--- src/rtl/if_fetch_stage_if.sv ---
// Instruction-memory request bus between the fetch stage and the memory.
// The fetch stage is the master: it owns req/addr; the memory answers with ready/rdata.
interface if_fetch_stage_if #(
    parameter int XLEN = 32
);
    logic            imem_req;
    logic [XLEN-1:0] imem_addr;
    logic            imem_ready;
    logic [XLEN-1:0] imem_rdata;

    modport master (output imem_req, output imem_addr, input imem_ready, input imem_rdata);
    modport slave  (input imem_req, input imem_addr, output imem_ready, output imem_rdata);
endinterface

--- src/rtl/if_fetch_stage.sv ---
// Instruction-fetch stage with the IF/ID pipeline register.
// Owns the PC, runs the imem request handshake, honours hazard-unit stalls
// (PCWrite / IF_ID_Write) and EX branch flushes.
// Optional build macro FETCH_PERF_EN adds the fetch_stall_cnt output.
module if_fetch_stage #(
    parameter int              XLEN      = 32,
    parameter logic [XLEN-1:0] RESET_PC  = 32'h00000000,
    parameter logic [XLEN-1:0] NOP_INSTR = 32'h00000013
) (
    input  logic            clk,
    input  logic            reset,
    input  logic            PCWrite,
    input  logic            IF_ID_Write,
    input  logic            flush,
    input  logic [XLEN-1:0] branch_target,
    if_fetch_stage_if.master imem,
    output logic [XLEN-1:0] IF_ID_pc,
    output logic [XLEN-1:0] IF_ID_instr,
    output logic            IF_ID_valid
`ifdef FETCH_PERF_EN
    ,
    output logic [31:0]     fetch_stall_cnt
`endif
);

    // IDLE: one cycle after reset; REQ: request out; HOLD: fetched word parked
    // while ID is stalled; DROP: flushed request still outstanding, data discarded.
    typedef enum logic [1:0] {S_IDLE, S_REQ, S_HOLD, S_DROP} state_t;

    state_t          r_state, w_state_n;
    logic [XLEN-1:0] r_pc, w_pc_n;
    logic [XLEN-1:0] r_drop_addr, w_drop_addr_n;
    logic [XLEN-1:0] r_hold, w_hold_n;
    logic [XLEN-1:0] r_ifid_pc, w_ifid_pc_n;
    logic [XLEN-1:0] r_ifid_instr, w_ifid_instr_n;
    logic            r_ifid_valid, w_ifid_valid_n;

    logic [XLEN-1:0] w_target;
    logic            w_adv;

    assign w_target = {branch_target[XLEN-1:2], 2'b00};
    assign w_adv    = IF_ID_Write & PCWrite;

    // The stale address is re-presented in DROP so the memory sees a stable request.
    assign imem.imem_req  = (r_state == S_REQ) || (r_state == S_DROP);
    assign imem.imem_addr = (r_state == S_DROP) ? r_drop_addr : r_pc;

    assign IF_ID_pc    = r_ifid_pc;
    assign IF_ID_instr = r_ifid_instr;
    assign IF_ID_valid = r_ifid_valid;

    // Next-state, PC and IF/ID selection; a flush always wins over a stall.
    always_comb begin
        w_state_n      = r_state;
        w_pc_n         = r_pc;
        w_drop_addr_n  = r_drop_addr;
        w_hold_n       = r_hold;
        w_ifid_pc_n    = r_ifid_pc;
        w_ifid_instr_n = r_ifid_instr;
        w_ifid_valid_n = r_ifid_valid;
        case (r_state)
            S_IDLE: begin
                w_state_n = S_REQ;
                if (flush) begin
                    w_pc_n         = w_target;
                    w_ifid_instr_n = NOP_INSTR;
                    w_ifid_valid_n = 1'b0;
                end
            end
            S_REQ: begin
                if (flush) begin
                    w_pc_n         = w_target;
                    w_ifid_instr_n = NOP_INSTR;
                    w_ifid_valid_n = 1'b0;
                    if (!imem.imem_ready) begin
                        w_drop_addr_n = r_pc;
                        w_state_n     = S_DROP;
                    end
                end else if (imem.imem_ready) begin
                    if (w_adv) begin
                        w_ifid_pc_n    = r_pc;
                        w_ifid_instr_n = imem.imem_rdata;
                        w_ifid_valid_n = 1'b1;
                        w_pc_n         = r_pc + XLEN'(4);
                    end else begin
                        w_hold_n  = imem.imem_rdata;
                        w_state_n = S_HOLD;
                    end
                end else if (IF_ID_Write) begin
                    w_ifid_instr_n = NOP_INSTR;
                    w_ifid_valid_n = 1'b0;
                end
            end
            S_HOLD: begin
                if (flush) begin
                    w_pc_n         = w_target;
                    w_ifid_instr_n = NOP_INSTR;
                    w_ifid_valid_n = 1'b0;
                    w_state_n      = S_REQ;
                end else if (w_adv) begin
                    w_ifid_pc_n    = r_pc;
                    w_ifid_instr_n = r_hold;
                    w_ifid_valid_n = 1'b1;
                    w_pc_n         = r_pc + XLEN'(4);
                    w_state_n      = S_REQ;
                end
            end
            S_DROP: begin
                if (flush) begin
                    w_pc_n         = w_target;
                    w_ifid_instr_n = NOP_INSTR;
                    w_ifid_valid_n = 1'b0;
                end else if (IF_ID_Write) begin
                    w_ifid_instr_n = NOP_INSTR;
                    w_ifid_valid_n = 1'b0;
                end
                if (imem.imem_ready) begin
                    w_state_n = S_REQ;
                end
            end
            default: w_state_n = S_IDLE;
        endcase
    end

    // State, PC, hold buffer and IF/ID register; reset is asynchronous so
    // imem_req drops the moment reset asserts.
    always_ff @(posedge clk or posedge reset) begin
        if (reset) begin
            r_state      <= S_IDLE;
            r_pc         <= RESET_PC;
            r_drop_addr  <= '0;
            r_hold       <= '0;
            r_ifid_pc    <= '0;
            r_ifid_instr <= NOP_INSTR;
            r_ifid_valid <= 1'b0;
        end else begin
            r_state      <= w_state_n;
            r_pc         <= w_pc_n;
            r_drop_addr  <= w_drop_addr_n;
            r_hold       <= w_hold_n;
            r_ifid_pc    <= w_ifid_pc_n;
            r_ifid_instr <= w_ifid_instr_n;
            r_ifid_valid <= w_ifid_valid_n;
        end
    end

`ifdef FETCH_PERF_EN
    logic        w_stall_evt;
    logic [31:0] r_stall_cnt;

    // A stall cycle is one where a fetched word sits unissued because ID cannot accept it.
    assign w_stall_evt = !flush && !w_adv &&
                         ((r_state == S_HOLD) || ((r_state == S_REQ) && imem.imem_ready));

    // Saturating stall counter.
    always_ff @(posedge clk or posedge reset) begin
        if (reset) begin
            r_stall_cnt <= '0;
        end else if (w_stall_evt && (r_stall_cnt != 32'hFFFFFFFF)) begin
            r_stall_cnt <= r_stall_cnt + 32'd1;
        end
    end

    assign fetch_stall_cnt = r_stall_cnt;
`endif

endmodule

--- src/flat_wrapper.sv ---
// flat-port wrapper written by rule: the top's interface ports become plain ports
module if_fetch_stage_flat 
#(
    parameter int              XLEN      = 32,
    parameter logic [XLEN-1:0] RESET_PC  = 32'h00000000,
    parameter logic [XLEN-1:0] NOP_INSTR = 32'h00000013
)
  (clk, reset, PCWrite, IF_ID_Write, flush, branch_target, IF_ID_pc, IF_ID_instr, IF_ID_valid, imem_imem_req, imem_imem_addr, imem_imem_ready, imem_imem_rdata);
  if_fetch_stage_if #(.XLEN(XLEN)) imem_i ();
  input  logic clk;
  input  logic reset;
  input  logic PCWrite;
  input  logic IF_ID_Write;
  input  logic flush;
  input  logic [XLEN-1:0] branch_target;
  output logic [XLEN-1:0] IF_ID_pc;
  output logic [XLEN-1:0] IF_ID_instr;
  output logic IF_ID_valid;
  output wire logic [$bits(imem_i.imem_req)-1:0] imem_imem_req;
  output wire logic [$bits(imem_i.imem_addr)-1:0] imem_imem_addr;
  input wire logic [$bits(imem_i.imem_ready)-1:0] imem_imem_ready;
  input wire logic [$bits(imem_i.imem_rdata)-1:0] imem_imem_rdata;
  assign imem_imem_req = imem_i.imem_req;
  assign imem_imem_addr = imem_i.imem_addr;
  assign imem_i.imem_ready = imem_imem_ready;
  assign imem_i.imem_rdata = imem_imem_rdata;
  if_fetch_stage #(.XLEN(XLEN), .RESET_PC(RESET_PC), .NOP_INSTR(NOP_INSTR)) u_core (.clk(clk), .reset(reset), .PCWrite(PCWrite), .IF_ID_Write(IF_ID_Write), .flush(flush), .branch_target(branch_target), .imem(imem_i), .IF_ID_pc(IF_ID_pc), .IF_ID_instr(IF_ID_instr), .IF_ID_valid(IF_ID_valid));
endmodule
--- config.mk ---
export PLATFORM = sky130hd
export DESIGN_NAME = if_fetch_stage_flat
export DESIGN_NICKNAME = d
export VERILOG_FILES = /design/src/rtl/if_fetch_stage_if.sv /design/src/rtl/if_fetch_stage.sv /design/src/flat_wrapper.sv
export SDC_FILE = /design/constraint.sdc
export NUM_CORES = 1
export LEC_CHECK = 0
export ABC_AREA = 1
export CAP_MARGIN = 10
export CORE_UTILIZATION = 55
export DETAILED_ROUTE_END_ITERATION = 8
export DONT_BUFFER_PORTS = 1
export GPL_TIMING_DRIVEN = 1
export PLACE_DENSITY = 0.68
export SLEW_MARGIN = 20
export SYNTH_ARGS = -nofsm -noshare
export SYNTH_HDL_FRONTEND = slang
export SYNTH_SLANG_ARGS = --single-unit
--- constraint.sdc ---
create_clock -name clk -period 9.86 [get_ports clk]
set_input_delay 1.972 -clock clk [delete_from_list [all_inputs] [get_ports clk]]
set_output_delay 1.972 -clock clk [all_outputs]
set_load 0.1 [all_outputs]
## Word-level counts from Yosys, hierarchy flattened

Index checks and enable logic that the tools add are counted.

| cells by class | value |
|---|---|
| $add $sub $neg | 1 |
| eq/ne operators | 14 |
| mux-type cells | 37 |
| bitwise logic cells | 4 |
| reduce and logical (&&, ||, !) cells | 10 |

Operators by type and width:

| operator | number |
|---|---|
| $mux W32 | 18 |
| $pmux W32 S4 | 1 |
| $pmux W32 S3 | 1 |
| $pmux W32 S2 | 1 |
| $add A32 B3 Y32 const B | 1 |
| $mux W2 | 7 |
| $ne A2 B2 Y1 const B | 5 |
| $ne A3 B3 Y1 const B | 3 |
| $pmux W2 S4 | 1 |
| $reduce_and A4 Y1 | 2 |
| $mux W1 | 7 |
| $reduce_and A3 Y1 | 2 |
| $reduce_and A5 Y1 | 1 |
| $eq A2 B2 Y1 const B | 2 |
| $ne A4 B3 Y1 const B | 1 |
| $pmux W1 S4 | 1 |
| $ne A3 B2 Y1 const B | 1 |
| $not A1 Y1 | 3 |
| $eq A2 B1 Y1 const B | 1 |
| $logic_not A2 Y1 | 1 |
| $ne A2 B1 Y1 const B | 1 |
| $reduce_and A2 Y1 | 1 |
| $reduce_bool A2 Y1 | 1 |
| $reduce_or A2 Y1 | 1 |
| other kinds (2) | 2 |

| storage, ports and cells | value |
|---|---|
| register bits | 163 |
| input port bits | 70 |
| output and inout port bits | 98 |
| logic and storage cells | 73 |

## Logic depth before layout (Yosys ltp)

| logic depth | value |
|---|---|
| word-level depth | 5 |
| gate-level depth with buffers | 13 |
| mapped depth without buffers | 11 |

## Worst setup path after synthesis

No wires, ideal clock.

| path | value |
|---|---|
| kind | register -> output |
| start point | register u_core.r_state[0] |
| end point | output imem_imem_addr[10] |
| arrival | 3072 ps |
| slack | 4816 ps |
| cell stages (with the launch flop) | 5 |
| buffers on the path | 2 |
| cells stage by stage | dfrtp_1 ha_1 clkbuf_1 clkbuf_1 o21ai_0 |

| on the way | value |
|---|---|
| cells in the longest elaborated chain, start to end | 2 |

Ends and longest elaborated chain:

| item | RTL line | source |
|---|---|---|
| from (decl) | if_fetch_stage.sv:30 | `state_t r_state, w_state_n;` |
| from (signal assigned) | if_fetch_stage.sv:137 | `r_state <= w_state_n;` |
| $eq A2 B2 Y1 | if_fetch_stage.sv:46 | `assign imem.imem_addr = (r_state == S_DROP) ? r_drop_addr : r_pc;` |
| $mux W32 | if_fetch_stage.sv:46 |  |
| to (decl) | flat_wrapper.sv:20 | `output wire logic [$bits(imem_i.imem_addr)-1:0] imem_imem_addr;` |

Every way passes these cells.

## Final worst setup path

| path | value |
|---|---|
| start point | register u_core.r_state[0] |
| end point | output imem_imem_req |

| on the way | value |
|---|---|
| cells in the longest elaborated chain, start to end | 2 |
| elaborated cells on any way between the ends | 3 |

Ends and longest elaborated chain:

| item | RTL line | source |
|---|---|---|
| $eq A2 B1 Y1 or $eq A2 B2 Y1 (tied branches) | if_fetch_stage.sv:45 | `assign imem.imem_req = (r_state == S_REQ) \|\| (r_state == S_DROP);` |
| $logic_or A1 B1 Y1 * | if_fetch_stage.sv:45 |  |
| to (decl) | flat_wrapper.sv:19 | `output wire logic [$bits(imem_i.imem_req)-1:0] imem_imem_req;` |

Mark *: on every way between the ends. The rest lies on a longest branch, timed or not.

==> results_dict.tcl <==
set metrics [dict create \
    status "finished clean" \
    avgViaCountPerCell 5.32 \
    crit_required_ps 7890 \
    cts_setup_buffers 0 \
    area_delta_synth_final_pct 9.83 \
    vias 6469 \
    ys_warn_count 0 \
    synth_area_sq_um 7810 \
    endpoint_kind "primary output" \
    critPathKind "reg -> out" \
    drt_iter0_drc 424 \
    yosysTopAreaCellShare_pct 49.3 \
    crit_chain "ha_2 -> buf_4 -> inv_1 -> nand2_1" \
    cp_max_fo 64 \
    fin_crit_sh_pct 46.0 \
    yosysSeqAreaShare_pct 50.3 \
    synth_common_cells "nand2_1 (381), o21ai_0 (181), dfrtp_1 (154), nor2_1 (93), inv_1 (80)" \
    cts_tree "built" \
    cts_buffers 17 \
    grt_antenna_before_repair 1 \
    fin_crit_ps 4540 \
    relSlewSlack_pct 21.7 \
    clk_latency_ps 420 \
    ctsResizeCount 0 \
    clockBufferDepth 2 \
    gp_congestion 0.874 \
    yosys_most_used_dff "dfrtp_1" \
    io-pin-count 168 \
    dp_hpwl_mm 12.5 \
    cts.clk_slew.worst_paths_ps 60 \
    drv_cap 0 \
    die_area_sq_um 14700 \
    globalRouteMet2Util_pct 42.4 \
    grt_util_met1_pct 33.8 \
    cts.sinks 157 \
    critPathMaxStageDelay_ps 720 \
    fp.coreArea_sq_um 13900 \
    yosysMostFrequentCell "nand2_1" \
    setup_viol 0 \
    cts_max_level 4 \
    ys_ff_latch 157 \
    start_util_pct 56.3 \
    critPathArrivalTime_ps 2560 \
    synth_edf_count 0 \
    port_buffers 0 \
    cts_root_buffer "clkbuf_16" \
    cpMaxStageDelayCell "nand2_1" \
    busiest_layer "met2" \
    first_pass_iters 7 \
    cts_hold_buf 0 \
    rsz0062_at_grt "no" \
    synth_cells 1049 \
    ant_nets 0 \
    dieHeight_microns 121 \
    avgRoutedWirePerCell_microns 15.1 \
    die_w_microns 121 \
    hold_path.class "reg -> reg" \
    diodes 0 \
    grt_pass1_wl_mm 29.8 \
    grt_start_max_net_pins 83 \
    synth.area.top_cells "dfrtp_1 (49%), nand2_1 (18%), o21ai_0 (12%)" \
    fin_skew_ps 10.1 \
    nets 1100 \
    wirelength_mm 18.3 \
    worstMarginPinSlew_ps 1170 \
    drive_gt1_share_pct 8.40 \
    holdCritStartpoint "u_core.r_hold[0]$_DFFE_PP0P_" \
    drc 0 \
    reg2reg_from "u_core.r_state[0]$_DFFE_PP0P_" \
    startpoint "u_core.r_state[0]$_DFFE_PP0P_" \
    max_freq_mhz 220 \
    slew_viol_final 0 \
    grt.overflow.total 0 \
    syn_avg_cell_area_sq_um 7.45 \
    synthArstFlopShare_pct 100 \
    synth_cell_types 36 \
    crit_path_start_kind "register" \
    finalHoldViolCount 0 \
    grt_use_met3_pct 6.86 \
    yosys.area.top_type "dfrtp_1" \
    grt_pass1_vias 5933 \
    rows 43 \
    track_usage_pct 26.1 \
    final.setup.tns_ps 0 \
]
through the flow:
stage                     hold WS [ps]  cell area [sq um]  cells  util (%)  worst slack [ps]
after floorplan                    437               7830   1052         -              3660
after global placement             461               7980   1184      57.5              5570
after detailed placement           463               7980   1184      57.5              5590
after CTS                          479               8570   1215      61.7              5300
after global routing               505               8580   1216      61.8              5110
final                              477               8580   1216      61.8              5320
layout by cell type, fill, tap and decap left out, types with 6 or more instances in the layout:
cell / n
a21oi_1: 18
buf_4: 6
clkbuf_16: 17
dfrtp_1: 154
inv_1: 79
nand2_1: 380
nand3_1: 36
nor2_1: 93
nor3_1: 6
o21ai_0: 151
o21ai_2: 31
layer usage:
metal,routed length (microns),part of all wire (%)
met4,272,1.5
met1,8090,44
met3,1220,6.7
met2,8710,48
met5,13,0.071
path summary, 6_finish.rpt:
| check | depth (start not counted) | endpoint | slack (ps) |
|---|---|---|---|
| worst min-delay path | 2 | u_core.r_hold[0]$_DFFE_PP0P_ | 480 |
| worst max register to register | 8 | u_core.r_pc[17]$_DFFE_PP0P_ | 7070 |
| max in group asynchronous | 2 | u_core.r_pc[7]$_DFFE_PP0P_ | 6870 |
| worst min register to register | 2 | u_core.r_hold[0]$_DFFE_PP0P_ | 480 |
| min in group asynchronous | 1 | u_core.IF_ID_pc[22]$_DFFE_PP0P_ | 1550 |
| worst max-delay path | 4 | imem_imem_req | 5320 |
state kept, by name, indices dropped and copies added (netlist names):
| signal | flops |
|---|---|
| u_core.IF_ID_instr | 32 |
| u_core.r_hold | 32 |
| u_core.IF_ID_pc | 30 |
| u_core.r_drop_addr | 30 |
| u_core.r_pc | 30 |
| u_core.r_state | 2 |
| u_core.IF_ID_valid | 1 |
cell families (layout without fill, tap and decap cells):
kind of cell               Yosys count  after routing  share of synthesized area, %
AOI/OAI and AO/OA                  213            213                          14.0
xor gates and xnor gates             4              4                         0.448
adders and majority gates            6              6                         0.961
buffers and inverters              140            124                          7.54
DFF                                157            157                          50.3
other                                1              4                        0.0480
and+or+nand+nor                    528            528                          26.7
worst max-delay path: cells and delay by family, from the launching register on:
family | cells | cell delay (ps)
adders and majority gates | 1 | 180
and+or+nand+nor | 1 | 720
DFF | 1 | 400
buffers and inverters | 2 | 840
final cells by class:
class	instances	area [sq um]
fill	1304	5300
sequential	157	3930
timing repair buffer	7	56.3
multi-input combinational	755	3450
clock inverter	13	165
clock buffer	18	429
inverter	86	328
tap	180	225
Power is left out: the tool's default activity adds up to more than one toggle a clock period on the data nets, which glitch-free logic cannot reach.
